File: config.mk
export PLATFORM = sky130hd
export DESIGN_NAME = fdd_track_emu
export DESIGN_NICKNAME = d
export VERILOG_FILES = /design/src/rtl/fdd_track_emu.sv
export SDC_FILE = /design/constraint.sdc
export NUM_CORES = 1
export LEC_CHECK = 0
export BUFFER_PORTS_ARGS = -buffer_cell sky130_fd_sc_hd__buf_4
export CORE_MARGIN = 8
export CORE_UTILIZATION = 27
export CTS_CLUSTER_SIZE = 40
export DETAILED_ROUTE_END_ITERATION = 10
export MAX_ROUTING_LAYER = met4
export PLACE_DENSITY = 0.44
export SYNTH_ARGS = -nofsm -noshare
export SYNTH_HDL_FRONTEND = slang
export SYNTH_SLANG_ARGS = --single-unit
File: constraint.sdc
create_clock -name iCLK -period 4 [get_ports iCLK]
set_input_delay 0.8 -clock iCLK [delete_from_list [all_inputs] [get_ports iCLK]]
set_output_delay 0.8 -clock iCLK [all_outputs]
set_load 0.1 [all_outputs]
File: src/rtl/fdd_track_emu.sv
// Virtual floppy drive: serialises a buffered raw MFM track as flux pulses and tracks head position/side.
// Defining FDD_TRACK_EMU_WRITE_EN adds capture of the write stream back into the track buffer.
module fdd_track_emu #(
    parameter int CELL_CLKS   = 56,
    parameter int RD_PULSE    = 8,
    parameter int TRACK_LEN   = 6250,
    parameter int INDEX_BYTES = 64,
    parameter int MAX_TRACK   = 83
) (
    input  logic        iCLK,
    input  logic        iRESET,
    input  logic        iMOTOR,
    input  logic        iSTEP,
    input  logic        iDIR,
    input  logic        iSIDE1,
    input  logic        iREADY,
    input  logic        iWP,
    output logic        oRDATA_n,
    output logic        oINDEX_n,
    output logic        oTR00_n,
    output logic        oWPRT_n,
    output logic [6:0]  oTRACK,
    output logic        oSIDE,
    output logic        oTRK_CHG,
    output logic [12:0] oBUF_ADDR,
    output logic        oBUF_REQ,
    input  logic        iBUF_ACK,
    input  logic [7:0]  iBUF_DATA,
    input  logic        iBUF_MARK,
`ifdef FDD_TRACK_EMU_WRITE_EN
    input  logic        iWG,
    input  logic        iWDATA,
    output logic        oBUF_WE,
    output logic [7:0]  oBUF_WDATA,
`endif
    output logic        oUNDERRUN
);
    localparam int CW = $clog2(CELL_CLKS);

    typedef enum logic [1:0] {IDLE = 2'd0, FETCH = 2'd1, SHIFT = 2'd2} state_t;

    state_t          stateR, stateNext;
    logic [12:0]     posR, posNext, posWrap;
    logic [15:0]     shiftR;
    logic [3:0]      cellCntR;
    logic [CW-1:0]   clkCntR;
    logic [7:0]      nextByteR, loadByte;
    logic [6:0]      trackR, trackNext;
    logic            prevBitR, reqR, nextValidR, nextMarkR;
    logic            rdataR, indexR, tr00R, wprtR, sideR, trkChgR, underrunR, stepPrevR;
    logic            runOk, stepEdge, trackMove, trkChgS, cellEnd, byteEnd, ackTaken, wgS;
    logic            loadFetch, loadShift, loadMark, underrunSet;

    // A1 sync marks drop the clock cell ahead of data bit 2 (0x44A9 -> 0x4489).
    function automatic logic [15:0] mfmEncode(input logic [7:0] dataByte, input logic prevBit,
                                              input logic isMark);
        logic [15:0] cells;
        logic        prev;
        cells = 16'h0000;
        prev  = prevBit;
        for (int i = 7; i >= 0; i--) begin
            cells[2*i+1] = ~prev & ~dataByte[i];
            cells[2*i]   = dataByte[i];
            prev         = dataByte[i];
        end
        if (isMark) begin
            cells[5] = 1'b0;
        end else begin
            cells[5] = cells[5];
        end
        return cells;
    endfunction

    // Step edge, clamped track update, cell/byte timing strobes.
    always_comb begin
        runOk    = iMOTOR & iREADY;
        stepEdge = iSTEP & ~stepPrevR;
        cellEnd  = (clkCntR == CW'(CELL_CLKS - 1));
        byteEnd  = cellEnd & (cellCntR == 4'd15);
        ackTaken = reqR & iBUF_ACK;
        posWrap  = (posR == 13'(TRACK_LEN - 1)) ? 13'd0 : posR + 13'd1;
        if (iDIR) begin
            trackNext = trackR + 7'd1;
            trackMove = stepEdge & (trackR != 7'(MAX_TRACK));
        end else begin
            trackNext = trackR - 7'd1;
            trackMove = stepEdge & (trackR != 7'd0);
        end
        trkChgS = trackMove | (iSIDE1 != sideR);
    end

    // Next-state logic and selection of the byte loaded into the cell shifter.
    always_comb begin
        stateNext   = stateR;
        loadFetch   = 1'b0;
        loadShift   = 1'b0;
        loadByte    = 8'h4E;
        loadMark    = 1'b0;
        underrunSet = 1'b0;
        if (!runOk) begin
            stateNext = IDLE;
        end else if (trkChgS) begin
            stateNext = FETCH;
        end else begin
            case (stateR)
                IDLE: stateNext = FETCH;
                FETCH: begin
                    if (ackTaken) begin
                        stateNext = SHIFT;
                        loadFetch = 1'b1;
                        loadByte  = iBUF_DATA;
                        loadMark  = iBUF_MARK;
                    end else begin
                        stateNext = FETCH;
                    end
                end
                SHIFT: begin
                    stateNext = SHIFT;
                    if (byteEnd) begin
                        loadShift = 1'b1;
                        if (nextValidR) begin
                            loadByte = nextByteR;
                            loadMark = nextMarkR;
                        end else if (ackTaken) begin
                            loadByte = iBUF_DATA;
                            loadMark = iBUF_MARK;
                        end else begin
                            underrunSet = 1'b1;
                        end
                    end else begin
                        loadShift = 1'b0;
                    end
                end
                default: stateNext = IDLE;
            endcase
        end
        posNext = loadShift ? posWrap : posR;
    end

    // FSM state register.
    always_ff @(posedge iCLK) begin
        if (iRESET) begin
            stateR <= IDLE;
        end else begin
            stateR <= stateNext;
        end
    end

    // Head position, status pins and the read serialiser datapath.
    always_ff @(posedge iCLK) begin
        if (iRESET) begin
            stepPrevR  <= 1'b0;
            sideR      <= 1'b0;
            trkChgR    <= 1'b0;
            wprtR      <= 1'b1;
            trackR     <= 7'd0;
            tr00R      <= 1'b0;
            posR       <= 13'd0;
            indexR     <= 1'b1;
            underrunR  <= 1'b0;
            rdataR     <= 1'b1;
            reqR       <= 1'b0;
            nextValidR <= 1'b0;
            nextByteR  <= 8'h00;
            nextMarkR  <= 1'b0;
            prevBitR   <= 1'b0;
            shiftR     <= 16'h0000;
            cellCntR   <= 4'd0;
            clkCntR    <= '0;
        end else begin
            stepPrevR <= iSTEP;
            sideR     <= iSIDE1;
            trkChgR   <= trkChgS;
            wprtR     <= ~iWP;
            if (trackMove) begin
                trackR <= trackNext;
                tr00R  <= (trackNext != 7'd0);
            end else begin
                trackR <= trackR;
            end
            posR   <= posNext;
            indexR <= ~((stateNext != IDLE) && (posNext < 13'(INDEX_BYTES)));
            if (underrunSet) begin
                underrunR <= 1'b1;
            end else begin
                underrunR <= underrunR;
            end
            case (stateNext)
                SHIFT: begin
                    if (loadFetch || loadShift) begin
                        shiftR     <= mfmEncode(loadByte, prevBitR, loadMark);
                        prevBitR   <= loadByte[0];
                        clkCntR    <= '0;
                        cellCntR   <= 4'd0;
                        nextValidR <= 1'b0;
                        reqR       <= 1'b0;
                        rdataR     <= 1'b1;
                    end else begin
                        if (ackTaken) begin
                            nextByteR  <= iBUF_DATA;
                            nextMarkR  <= iBUF_MARK;
                            nextValidR <= 1'b1;
                            reqR       <= 1'b0;
                        end else if (cellCntR == 4'd0 && clkCntR == '0 && !nextValidR) begin
                            reqR <= 1'b1;
                        end else begin
                            reqR <= reqR;
                        end
                        if (cellEnd) begin
                            clkCntR  <= '0;
                            cellCntR <= cellCntR + 4'd1;
                            shiftR   <= {shiftR[14:0], 1'b0};
                        end else begin
                            clkCntR <= clkCntR + CW'(1);
                        end
                        rdataR <= ~(shiftR[15] && (clkCntR < CW'(RD_PULSE)) && !wgS);
                    end
                end
                FETCH: begin
                    reqR       <= (stateR == FETCH);
                    nextValidR <= 1'b0;
                    rdataR     <= 1'b1;
                    clkCntR    <= '0;
                    cellCntR   <= 4'd0;
                end
                default: begin
                    reqR       <= 1'b0;
                    nextValidR <= 1'b0;
                    prevBitR   <= 1'b0;
                    rdataR     <= 1'b1;
                    clkCntR    <= '0;
                    cellCntR   <= 4'd0;
                end
            endcase
        end
    end

`ifdef FDD_TRACK_EMU_WRITE_EN
    logic       wrHitR, wrActR, weR, wrOnS, wrBitS;
    logic [7:0] wrByteR, wdataR;

    assign wgS    = iWG;
    assign wrOnS  = iWG & ~iWP;
    assign wrBitS = wrHitR | (wrOnS & iWDATA);

    // Collect data cells; the write strobe fires one cycle before the byte boundary so oBUF_ADDR still matches.
    always_ff @(posedge iCLK) begin
        if (iRESET || stateR != SHIFT) begin
            wrHitR  <= 1'b0;
            wrActR  <= 1'b0;
            wrByteR <= 8'h00;
            weR     <= 1'b0;
            wdataR  <= iRESET ? 8'h00 : wdataR;
        end else begin
            if (clkCntR == CW'(CELL_CLKS - 2) && cellCntR == 4'd15 && (wrActR || wrOnS)) begin
                weR    <= 1'b1;
                wdataR <= {wrByteR[6:0], wrBitS};
            end else begin
                weR <= 1'b0;
            end
            if (cellEnd) begin
                wrHitR <= 1'b0;
                if (cellCntR[0]) begin
                    wrByteR <= {wrByteR[6:0], wrBitS};
                end else begin
                    wrByteR <= wrByteR;
                end
                wrActR <= (cellCntR == 4'd15) ? 1'b0 : (wrActR | wrOnS);
            end else begin
                wrHitR <= wrBitS;
                wrActR <= wrActR | wrOnS;
            end
        end
    end

    assign oBUF_WE    = weR;
    assign oBUF_WDATA = wdataR;
`else
    assign wgS = 1'b0;
`endif

    assign oRDATA_n  = rdataR;
    assign oINDEX_n  = indexR;
    assign oTR00_n   = tr00R;
    assign oWPRT_n   = wprtR;
    assign oTRACK    = trackR;
    assign oSIDE     = sideR;
    assign oTRK_CHG  = trkChgR;
    assign oBUF_ADDR = posR;
    assign oBUF_REQ  = reqR;
    assign oUNDERRUN = underrunR;
endmodule
==> impl_summary.txt, run 1 <==
----------------------------------------------------
[Status]
  Run status ... complete, no violations

[Routing]
  Detailed-route via count ... ~3.4k
  Routed length per placed instance ... between 15 and 20 um
  Avg Vias per Cell ... between 5 and 6
  Total Wirelength ... around 11,000 um
  Starting DRC count in detailed routing ... 232
  Drc violations ... 0
  Iteration count of the initial detailed-routing pass ... 4
  Remaining number of nets flagged by the antenna check after routing ... 0

[Synth]
  Cell area after synthesis ... ~3800 um^2
  Ys flop type ... sky130_fd_sc_hd__dfxtp_1
  Seq cells post-synth ... between 60 and 70
  Post-Synthesis Net Count ... a little under 500
  Number of enable-type register cells in the synthesized netlist ... 0
  Count of distinct cell types in the synthesized netlist ... 60
  Number of warnings printed during yosys synthesis ... 0
  Average cell area after synthesis ... roughly 8.5 um^2
  Share of synthesized flip-flops with an asynchronous set or reset ... 0%
  Number of instances in the synthesized netlist ... approximately 450
  Sequential cell area fraction in the yosys report ... between 30% and 40%

[Die]
  Placeable core region ... around 14,000 um^2
  Die X-Extent ... roughly 130 um
  Initial standard-cell utilization of the core ... 27.5%
  Area of the die ... between 15,000 and 20,000 um^2
  Boundary pin count ... 46
  Floorplan die height ... approximately 130 um
  # rows ... 43

[Cells and area]
  Final design instance area without fill ... ~4600 um^2
  Total Nets Final ... between 500 and 600
  Area added between synthesis and finish ... 20.9%
  Top library cells by usage in the layout, fill and taps aside ... 68 x sky130_fd_sc_hd__dfxtp_1, 54 x sky130_fd_sc_hd__nor2_1, 52 x sky130_fd_sc_hd__buf_4
  Diodes inserted ... 0
  Commonest non-fill, non-tap cell in the layout ... sky130_fd_sc_hd__dfxtp_1
  Fraction of layout cells with a size suffix above 1 ... between 10% and 20%

[Worst setup path]
  Launch point of the worst path ... clkCntR[0]$_SDFF_PP0_
  Peak fanout along the critical path ... 15
  Flop2flop setup slack ... 950 ps
  Critical R2R Launch ... clkCntR[0]$_SDFF_PP0_
  Arrival @ worst endpoint ... between 3000 and 4000 ps
  Critical path destination ... shiftR[7]$_SDFFE_PP0P_
  Reg-to-reg critical path endpoint ... shiftR[7]$_SDFFE_PP0P_
  Cell count of the worst reg-to-reg path ... 8
  Critical path launch point type ... flip-flop
  Critical path required time ... 4230 ps
  Crit Path Class ... reg -> reg
  Kind of capture point of the worst setup path ... flip-flop

[Placed design]
  Final weighted congestion in routability-driven placement ... ~0.84
  Pre-CTS setup slack ... 651 ps
  PortBufs ... 45
  Post-Place Cell Area ... around 4300 um^2
  Dpl hpwl ... approximately 8000 um

[Timing]
  RSZ-0062 raised after global routing ... false
  Worst rel slew slack ... ~27%
  Final count of pins violating max slew ... 0
  Maximum clock frequency ... 0.328 GHz
  Fin. Hold Viols ... 0
  Part of the cycle the worst path needs ... between 70% and 80%
  Maximum clock skew at final layout ... 4.98 ps
  Setup TNS ... 0 ps
  Min Clock Period, post-route ... 3050 ps
  Final setup slack of the worst path ... approximately 950 ps
  Final count of negative-setup-slack endpoints ... 0
  Slew at the pin closest to its max-slew limit ... 1090 ps

[Global route]
  Vias in the first global route ... about 3.4k
  Largest net degree at the start of global routing ... 44
  Gr usage total ... approximately 13%
  First-pass GRT wire length ... ~18,000 um
  Aggregate global routing overflow ... 0
  Antenna violations before repair ... 0

[Clock network]
  CTS Sinks ... 68
  H-tree depth ... 3
  CTS root buf ... sky130_fd_sc_hd__clkbuf_16
  Hold bufs inserted after CTS ... 0
  TritonCTS clock tree ... yes
  Number of buffers added for setup after CTS ... 0
  Longest Clk Path Bufs ... 2
  Insertion delay to the later sink of the worst-skew pair ... about 340 ps
  Num CTS Buffers ... 9
  CTS clk-pin slew, worst paths ... approximately 60 ps
  Quantity of gates resized following cts ... 0

[Power]
  Leakage power figure ... roughly 1.8 nW
  Max rail drop VDD ... approximately 180 uV
  Power density relative to cell area ... approximately 390 nW/um^2

[Hold path]
  Type of the most critical hold path ... reg -> reg
  Startpoint of the tightest hold check path ... shiftR[15]$_SDFFE_PP0P_
  Min-Delay Path Depth ... 1

[Flow run]
  Max Cap Viol ... 0

----------------------------------------------------
## worst max-delay path: stages (launching register included)
cell	delay (ps)
sky130_fd_sc_hd__dfxtp_1	370
sky130_fd_sc_hd__ha_1	340
sky130_fd_sc_hd__nand4_4	170
sky130_fd_sc_hd__nor3_4	430
sky130_fd_sc_hd__o21ai_2	80
sky130_fd_sc_hd__buf_4	190
sky130_fd_sc_hd__o21ai_1	850
sky130_fd_sc_hd__a21oi_1	160
sky130_fd_sc_hd__a2111oi_0	340
## state kept, by name, indices dropped and copies added, names as in the netlist, 2 cells and up
signal / count
oTRACK: 7
clkCntR: 6
nextByteR: 8
stateR: 2
oBUF_ADDR: 13
shiftR: 16
cellCntR: 4
## how the worst min path moves through the flow
stage | end | slack, ps
global route | oRDATA_n$_SDFF_PP1_ | 400
global placement | oRDATA_n$_SDFF_PP1_ | 390
finish | oRDATA_n$_SDFF_PP1_ | 390
detailed placement | oRDATA_n$_SDFF_PP1_ | 380
CTS | oRDATA_n$_SDFF_PP1_ | 390
floorplan | oRDATA_n$_SDFF_PP1_ | 370
## power breakdown
group,total (mW),switching (mW),internal [mW]
registers,0.716,0.0214,0.694
logic,0.321,0.227,0.0944
clock network,0.763,0.293,0.470
total,1.80,0.542,1.26
## metal layers
metal  wire [um]  share of wire (%)  track usage (%)  up-vias
li1            -                  -                -     1700
met1        5350                 49             16.5     1631
met2        4930                 45             18.8       66
met3         486                4.4             3.29       11
met4         167                1.5             4.93        0
met5           0                  0                -        -
## Yosys cell counts (2+ instances only)
cell	count	area share, %
sky130_fd_sc_hd__a2111oi_0	2	0.46
sky130_fd_sc_hd__nand3_1	19	2.5
sky130_fd_sc_hd__o21ai_1	2	0.26
sky130_fd_sc_hd__nor2_1	54	5.4
sky130_fd_sc_hd__o21a_1	2	0.40
sky130_fd_sc_hd__o21ai_0	21	2.8
sky130_fd_sc_hd__ha_1	19	6.3
sky130_fd_sc_hd__buf_2	5	0.66
sky130_fd_sc_hd__nor2b_1	5	0.83
sky130_fd_sc_hd__nand2b_1	4	0.66
sky130_fd_sc_hd__o311a_1	3	0.79
sky130_fd_sc_hd__o31ai_1	2	0.40
sky130_fd_sc_hd__a31oi_1	2	0.33
sky130_fd_sc_hd__clkinv_1	2	0.20
sky130_fd_sc_hd__and4b_1	2	0.53
sky130_fd_sc_hd__o2111ai_1	5	1.2
sky130_fd_sc_hd__a311oi_1	3	0.69
sky130_fd_sc_hd__o211ai_1	4	0.79
sky130_fd_sc_hd__nor4_1	3	0.50
sky130_fd_sc_hd__a21oi_1	31	4.1
sky130_fd_sc_hd__nor3_1	13	1.7
sky130_fd_sc_hd__o21bai_1	2	0.40
sky130_fd_sc_hd__nor4b_1	3	0.69
sky130_fd_sc_hd__inv_1	13	1.3
sky130_fd_sc_hd__or2_2	2	0.33
sky130_fd_sc_hd__nand2_1	31	3.1
sky130_fd_sc_hd__a21o_1	3	0.60
sky130_fd_sc_hd__or3_1	5	0.83
sky130_fd_sc_hd__and2_1	4	0.66
sky130_fd_sc_hd__nand4_1	6	0.99
sky130_fd_sc_hd__xnor2_1	16	3.7
sky130_fd_sc_hd__dfxtp_1	68	36
sky130_fd_sc_hd__and4_1	5	1.2
sky130_fd_sc_hd__clkbuf_1	18	1.8
sky130_fd_sc_hd__xor2_1	10	2.3
sky130_fd_sc_hd__a22oi_1	4	0.79
sky130_fd_sc_hd__and3_1	4	0.66
sky130_fd_sc_hd__mux2i_1	14	3.7
sky130_fd_sc_hd__o22ai_1	6	0.99
sky130_fd_sc_hd__a211oi_1	10	2.0
## cell type report
type | count | area [um^2]
Fill cell | 1469 | 9200
Multi-Input combinational cell | 339 | 2260
Sequential cell | 68 | 1360
Timing Repair Buffer | 52 | 390
Clock buffer | 15 | 278
Tap cell | 180 | 225
Inverter | 15 | 56.3
Clock inverter | 1 | 5.00
## per-stage QoR
stage | total power, mW | cells | hold slack [ps] | util, %
detailed placement | 1.05 | 654 | 381 | 31.2
CTS | 1.82 | 670 | 394 | 33.2
finish | 1.80 | 670 | 390 | 33.2
floorplan | 0.967 | 447 | 368 | -
global placement | 1.05 | 654 | 392 | 31.2
global route | 1.88 | 670 | 404 | 33.2
## cells by family (layout without fill, tap and decap cells)
| logic type | after synthesis | in the layout | share of synthesized area, % |
|---|---|---|---|
| and+or+nand+nor | 168 | 168 | 23.4 |
| xor gates and xnor gates | 26 | 26 | 6.02 |
| buffers and inverters | 40 | 83 | 4.33 |
| muxes | 15 | 15 | 4.00 |
| AOI/OAI and AO/OA | 110 | 110 | 19.5 |
| adders and majority gates | 20 | 20 | 6.81 |
| DFF | 68 | 68 | 36.0 |
No activity file was read; power rests on OpenSTA's default activity.
==> run 2, diff against run 1 <==
- clock period: 4 -> 3 ns (I/O delays scaled with it)
==> run 2 against run 1 <==
  * Combinational power increased by 35%
  * Count of clock-buffer cells in the layout decreased by 5
  * Flip-flop and latch count unchanged
  * First-iteration DRC count decreased by 15%
  * Global-route usage increased by 0.12 points
  * Non-clock buffer count increased by 11
  * Largest cell class unchanged
==> impl_summary.txt, run 2 (synthesized netlist as in run 1, its figures left out) <==
----------------------------------------------------
[Routing]
  Routed length per placed instance ... 16.1 um (was 16.3 um)
  Drc violations ... 0 (unchanged)
  Detailed-route via count ... 3,376 (was 3,408)
  Total Wirelength ... 10,900 um (about the same)
  Iteration count of the initial detailed-routing pass ... 4 (unchanged)
  Starting DRC count in detailed routing ... 197 (was 232)
  Avg Vias per Cell ... 4.96 (was 5.09)
  Remaining number of nets flagged by the antenna check after routing ... 0 (unchanged)

[Cells and area]
  Commonest non-fill, non-tap cell in the layout ... sky130_fd_sc_hd__buf_4 (was sky130_fd_sc_hd__dfxtp_1)
  Area added between synthesis and finish ... 26.4% (was 20.9%)
  Filler instances ... 1,488 (was 1,469)
  Register ranked first by flip-flop count ... shiftR (unchanged)
  Total Nets Final ... 534 (was 523)
  Diodes inserted ... 0 (unchanged)
  Utilization of the core after routing ... 34.7% (was 33.2%)
  Top library cells by usage in the layout, fill and taps aside ... 63 x sky130_fd_sc_hd__buf_4, 59 x sky130_fd_sc_hd__dfxtp_1, 54 x sky130_fd_sc_hd__nor2_1 (was 68 x sky130_fd_sc_hd__dfxtp_1, 54 x sky130_fd_sc_hd__nor2_1, 52 x sky130_fd_sc_hd__buf_4)
  Fraction of layout cells with a size suffix above 1 ... 20.6% (was 15.9%)
  Number of flip-flops under the largest register name ... 16 (unchanged)

[Placed design]
  Dpl hpwl ... 8080 um (was 7980 um)
  PortBufs ... 45 (unchanged)
  Final weighted congestion in routability-driven placement ... 0.851 (was 0.840)

[Worst setup path]
  Kind of capture point of the worst setup path ... flip-flop (unchanged)
  Critical path required time ... 3270 ps (was 4230 ps)
  Crit path cell chain ... nor4_1 > mux2i_2 > a21o_1 > o21ai_1 > ha_1 > clkinv_2 > a21oi_1 > nand2_1 > a21oi_1 (was ha_1 > nand4_4 > nor3_4 > o21ai_2 > buf_4 > o21ai_1 > a21oi_1 > a2111oi_0)
  Arrival @ worst endpoint ... 2890 ps (was 3280 ps)
  Longest individual stage delay on the worst path ... 390 ps (was 850 ps)
  Crit Path Class ... reg -> reg (unchanged)
  Critical path launch point type ... flip-flop (unchanged)
  Most common cell type on the critical path ... sky130_fd_sc_hd__a21oi_1
  Highest-delay cell along the critical path ... sky130_fd_sc_hd__a21oi_1 (was sky130_fd_sc_hd__o21ai_1)
  Peak fanout along the critical path ... 10 (was 15)

[Timing]
  Final count of pins violating max slew ... 0 (unchanged)
  Maximum clock frequency ... 0.382 GHz (was 0.328 GHz)
  RSZ-0062 raised after global routing ... false (unchanged)
  Slew at the pin closest to its max-slew limit ... 546 ps (was 1090 ps)
  Setup TNS ... 0 ps (unchanged)
  Hold Worst Slack ... 408 ps (was 390 ps)
  Worst rel slew slack ... 63.4% (was 26.9%)
  Fin. Hold Viols ... 0 (unchanged)
  Final count of negative-setup-slack endpoints ... 0 (unchanged)
  Maximum clock skew at final layout ... 6.42 ps (was 4.98 ps)
  Part of the cycle the worst path needs ... 87.4% (was 76.1%)
  Min Clock Period, post-route ... 2620 ps (was 3050 ps)

[Global route]
  First-pass GRT wire length ... 18,100 um (was 18,000 um)
  Gr usage total ... 12.9% (was 12.8%)
  Antenna violations before repair ... 0 (unchanged)
  Vias in the first global route ... 3,383 (was 3,380)
  Largest net degree at the start of global routing ... 44 (unchanged)
  Aggregate global routing overflow ... 0 (unchanged)

[Clock network]
  Longest Clk Path Bufs ... 2 (unchanged)
  Num CTS Buffers ... 9 (unchanged)
  Hold bufs inserted after CTS ... 0 (unchanged)
  Number of buffers added for setup after CTS ... 0 (unchanged)
  CTS Sinks ... 68 (unchanged)
  Quantity of gates resized following cts ... 0 (unchanged)
  Insertion delay to the later sink of the worst-skew pair ... 350 ps (was 340 ps)
  CTS clk-pin slew, worst paths ... 60 ps (about the same)
  H-tree depth ... 3 (unchanged)
  CTS root buf ... sky130_fd_sc_hd__clkbuf_16 (unchanged)
  TritonCTS clock tree ... yes (unchanged)

[Hold path]
  Type of the most critical hold path ... in -> reg (was reg -> reg)

[Status]
  Run status ... complete, no violations (unchanged)

[Die]
  # rows ... 43 (unchanged)
  Area of the die ... 18,100 um^2 (unchanged)
  Initial standard-cell utilization of the core ... 27.5% (unchanged)
  Boundary pin count ... 46 (unchanged)
  Floorplan die height ... 134 um (unchanged)
  Die X-Extent ... 134 um (unchanged)
  Placeable core region ... 13,800 um^2 (unchanged)

[Power]
  Leakage power figure ... 1.88 nW (was 1.78 nW)
  Power density relative to cell area ... 576 nW/um^2 (was 394 nW/um^2)
  Max rail drop VDD ... 255 uV (was 176 uV)

[Flow run]
  Max Cap Viol ... 0 (unchanged)

----------------------------------------------------
==> run 2: cell count changes in the layout (fill, tap and decap cells not counted), sizes merged <==
cell and delta:
buf +11, clkinvlp +1, clkbuf -5, bufinv +4
==> run 2: routing by layer <==
metal	GRT usage, %	vias up	part of all wire, %
met3	3.10	11	4.0
met1	16.5	1583	50
li1	-	1718	-
met4	4.80	0	1.6
met2	19.5	64	45
met5	-	-	0
==> run 2: worst paths after layout <==
path	startpoint	endpoint	slack [ps]	depth (start not counted)
worst max-delay path	oTRACK[6]$_SDFFE_PP0P_	cellCntR[1]$_SDFFE_PP0N_	380	9
worst min-delay path	iWP	oWPRT_n$_SDFF_PP1_	410	2
worst min register to register	shiftR[15]$_SDFFE_PP0P_	oRDATA_n$_SDFF_PP1_	420	1
worst max register to register	oTRACK[6]$_SDFFE_PP0P_	cellCntR[1]$_SDFFE_PP0N_	380	9
==> run 2: where the power goes <==
group / leakage (nW) / switching [mW] / internal, mW
Clock: 0.184 / 0.419 / 0.945
Sequential: 0.555 / 0.0267 / 0.930
Combinational: 1.14 / 0.303 / 0.131
==> run 2: cell type report <==
type	instances	area (um^2)	share of cell area (%)
inverter	15	57.6	1.20
sequential	68	1380	28.9
tap	180	225	4.71
clock inverter	6	133	2.77
timing repair buffer	63	473	9.89
multi-input combinational	339	2260	47.3
clock buffer	10	250	5.23
==> run 2: critical path: cells and delay by family (launching register included) <==
kind	cells	cell delay, ps
AO/OA/AOI/OAI	4	970
AND/OR/NAND/NOR	2	560
flip-flops	1	360
adder cells (fa/ha/maj)	1	290
multiplexers	1	190
buffers and inverters	1	170
==> run 2: metrics by stage <==
stage	setup WS, ps	cells	area [um^2]	power, mW
5_1_grt	71.5	681	4780	2.87
6_report	379	681	4780	2.76
4_1_cts	346	681	4780	2.79
3_5_place_dp	135	665	4400	1.41
2_1_floorplan	25.7	447	3810	1.30
3_3_place_gp	287	665	4400	1.41
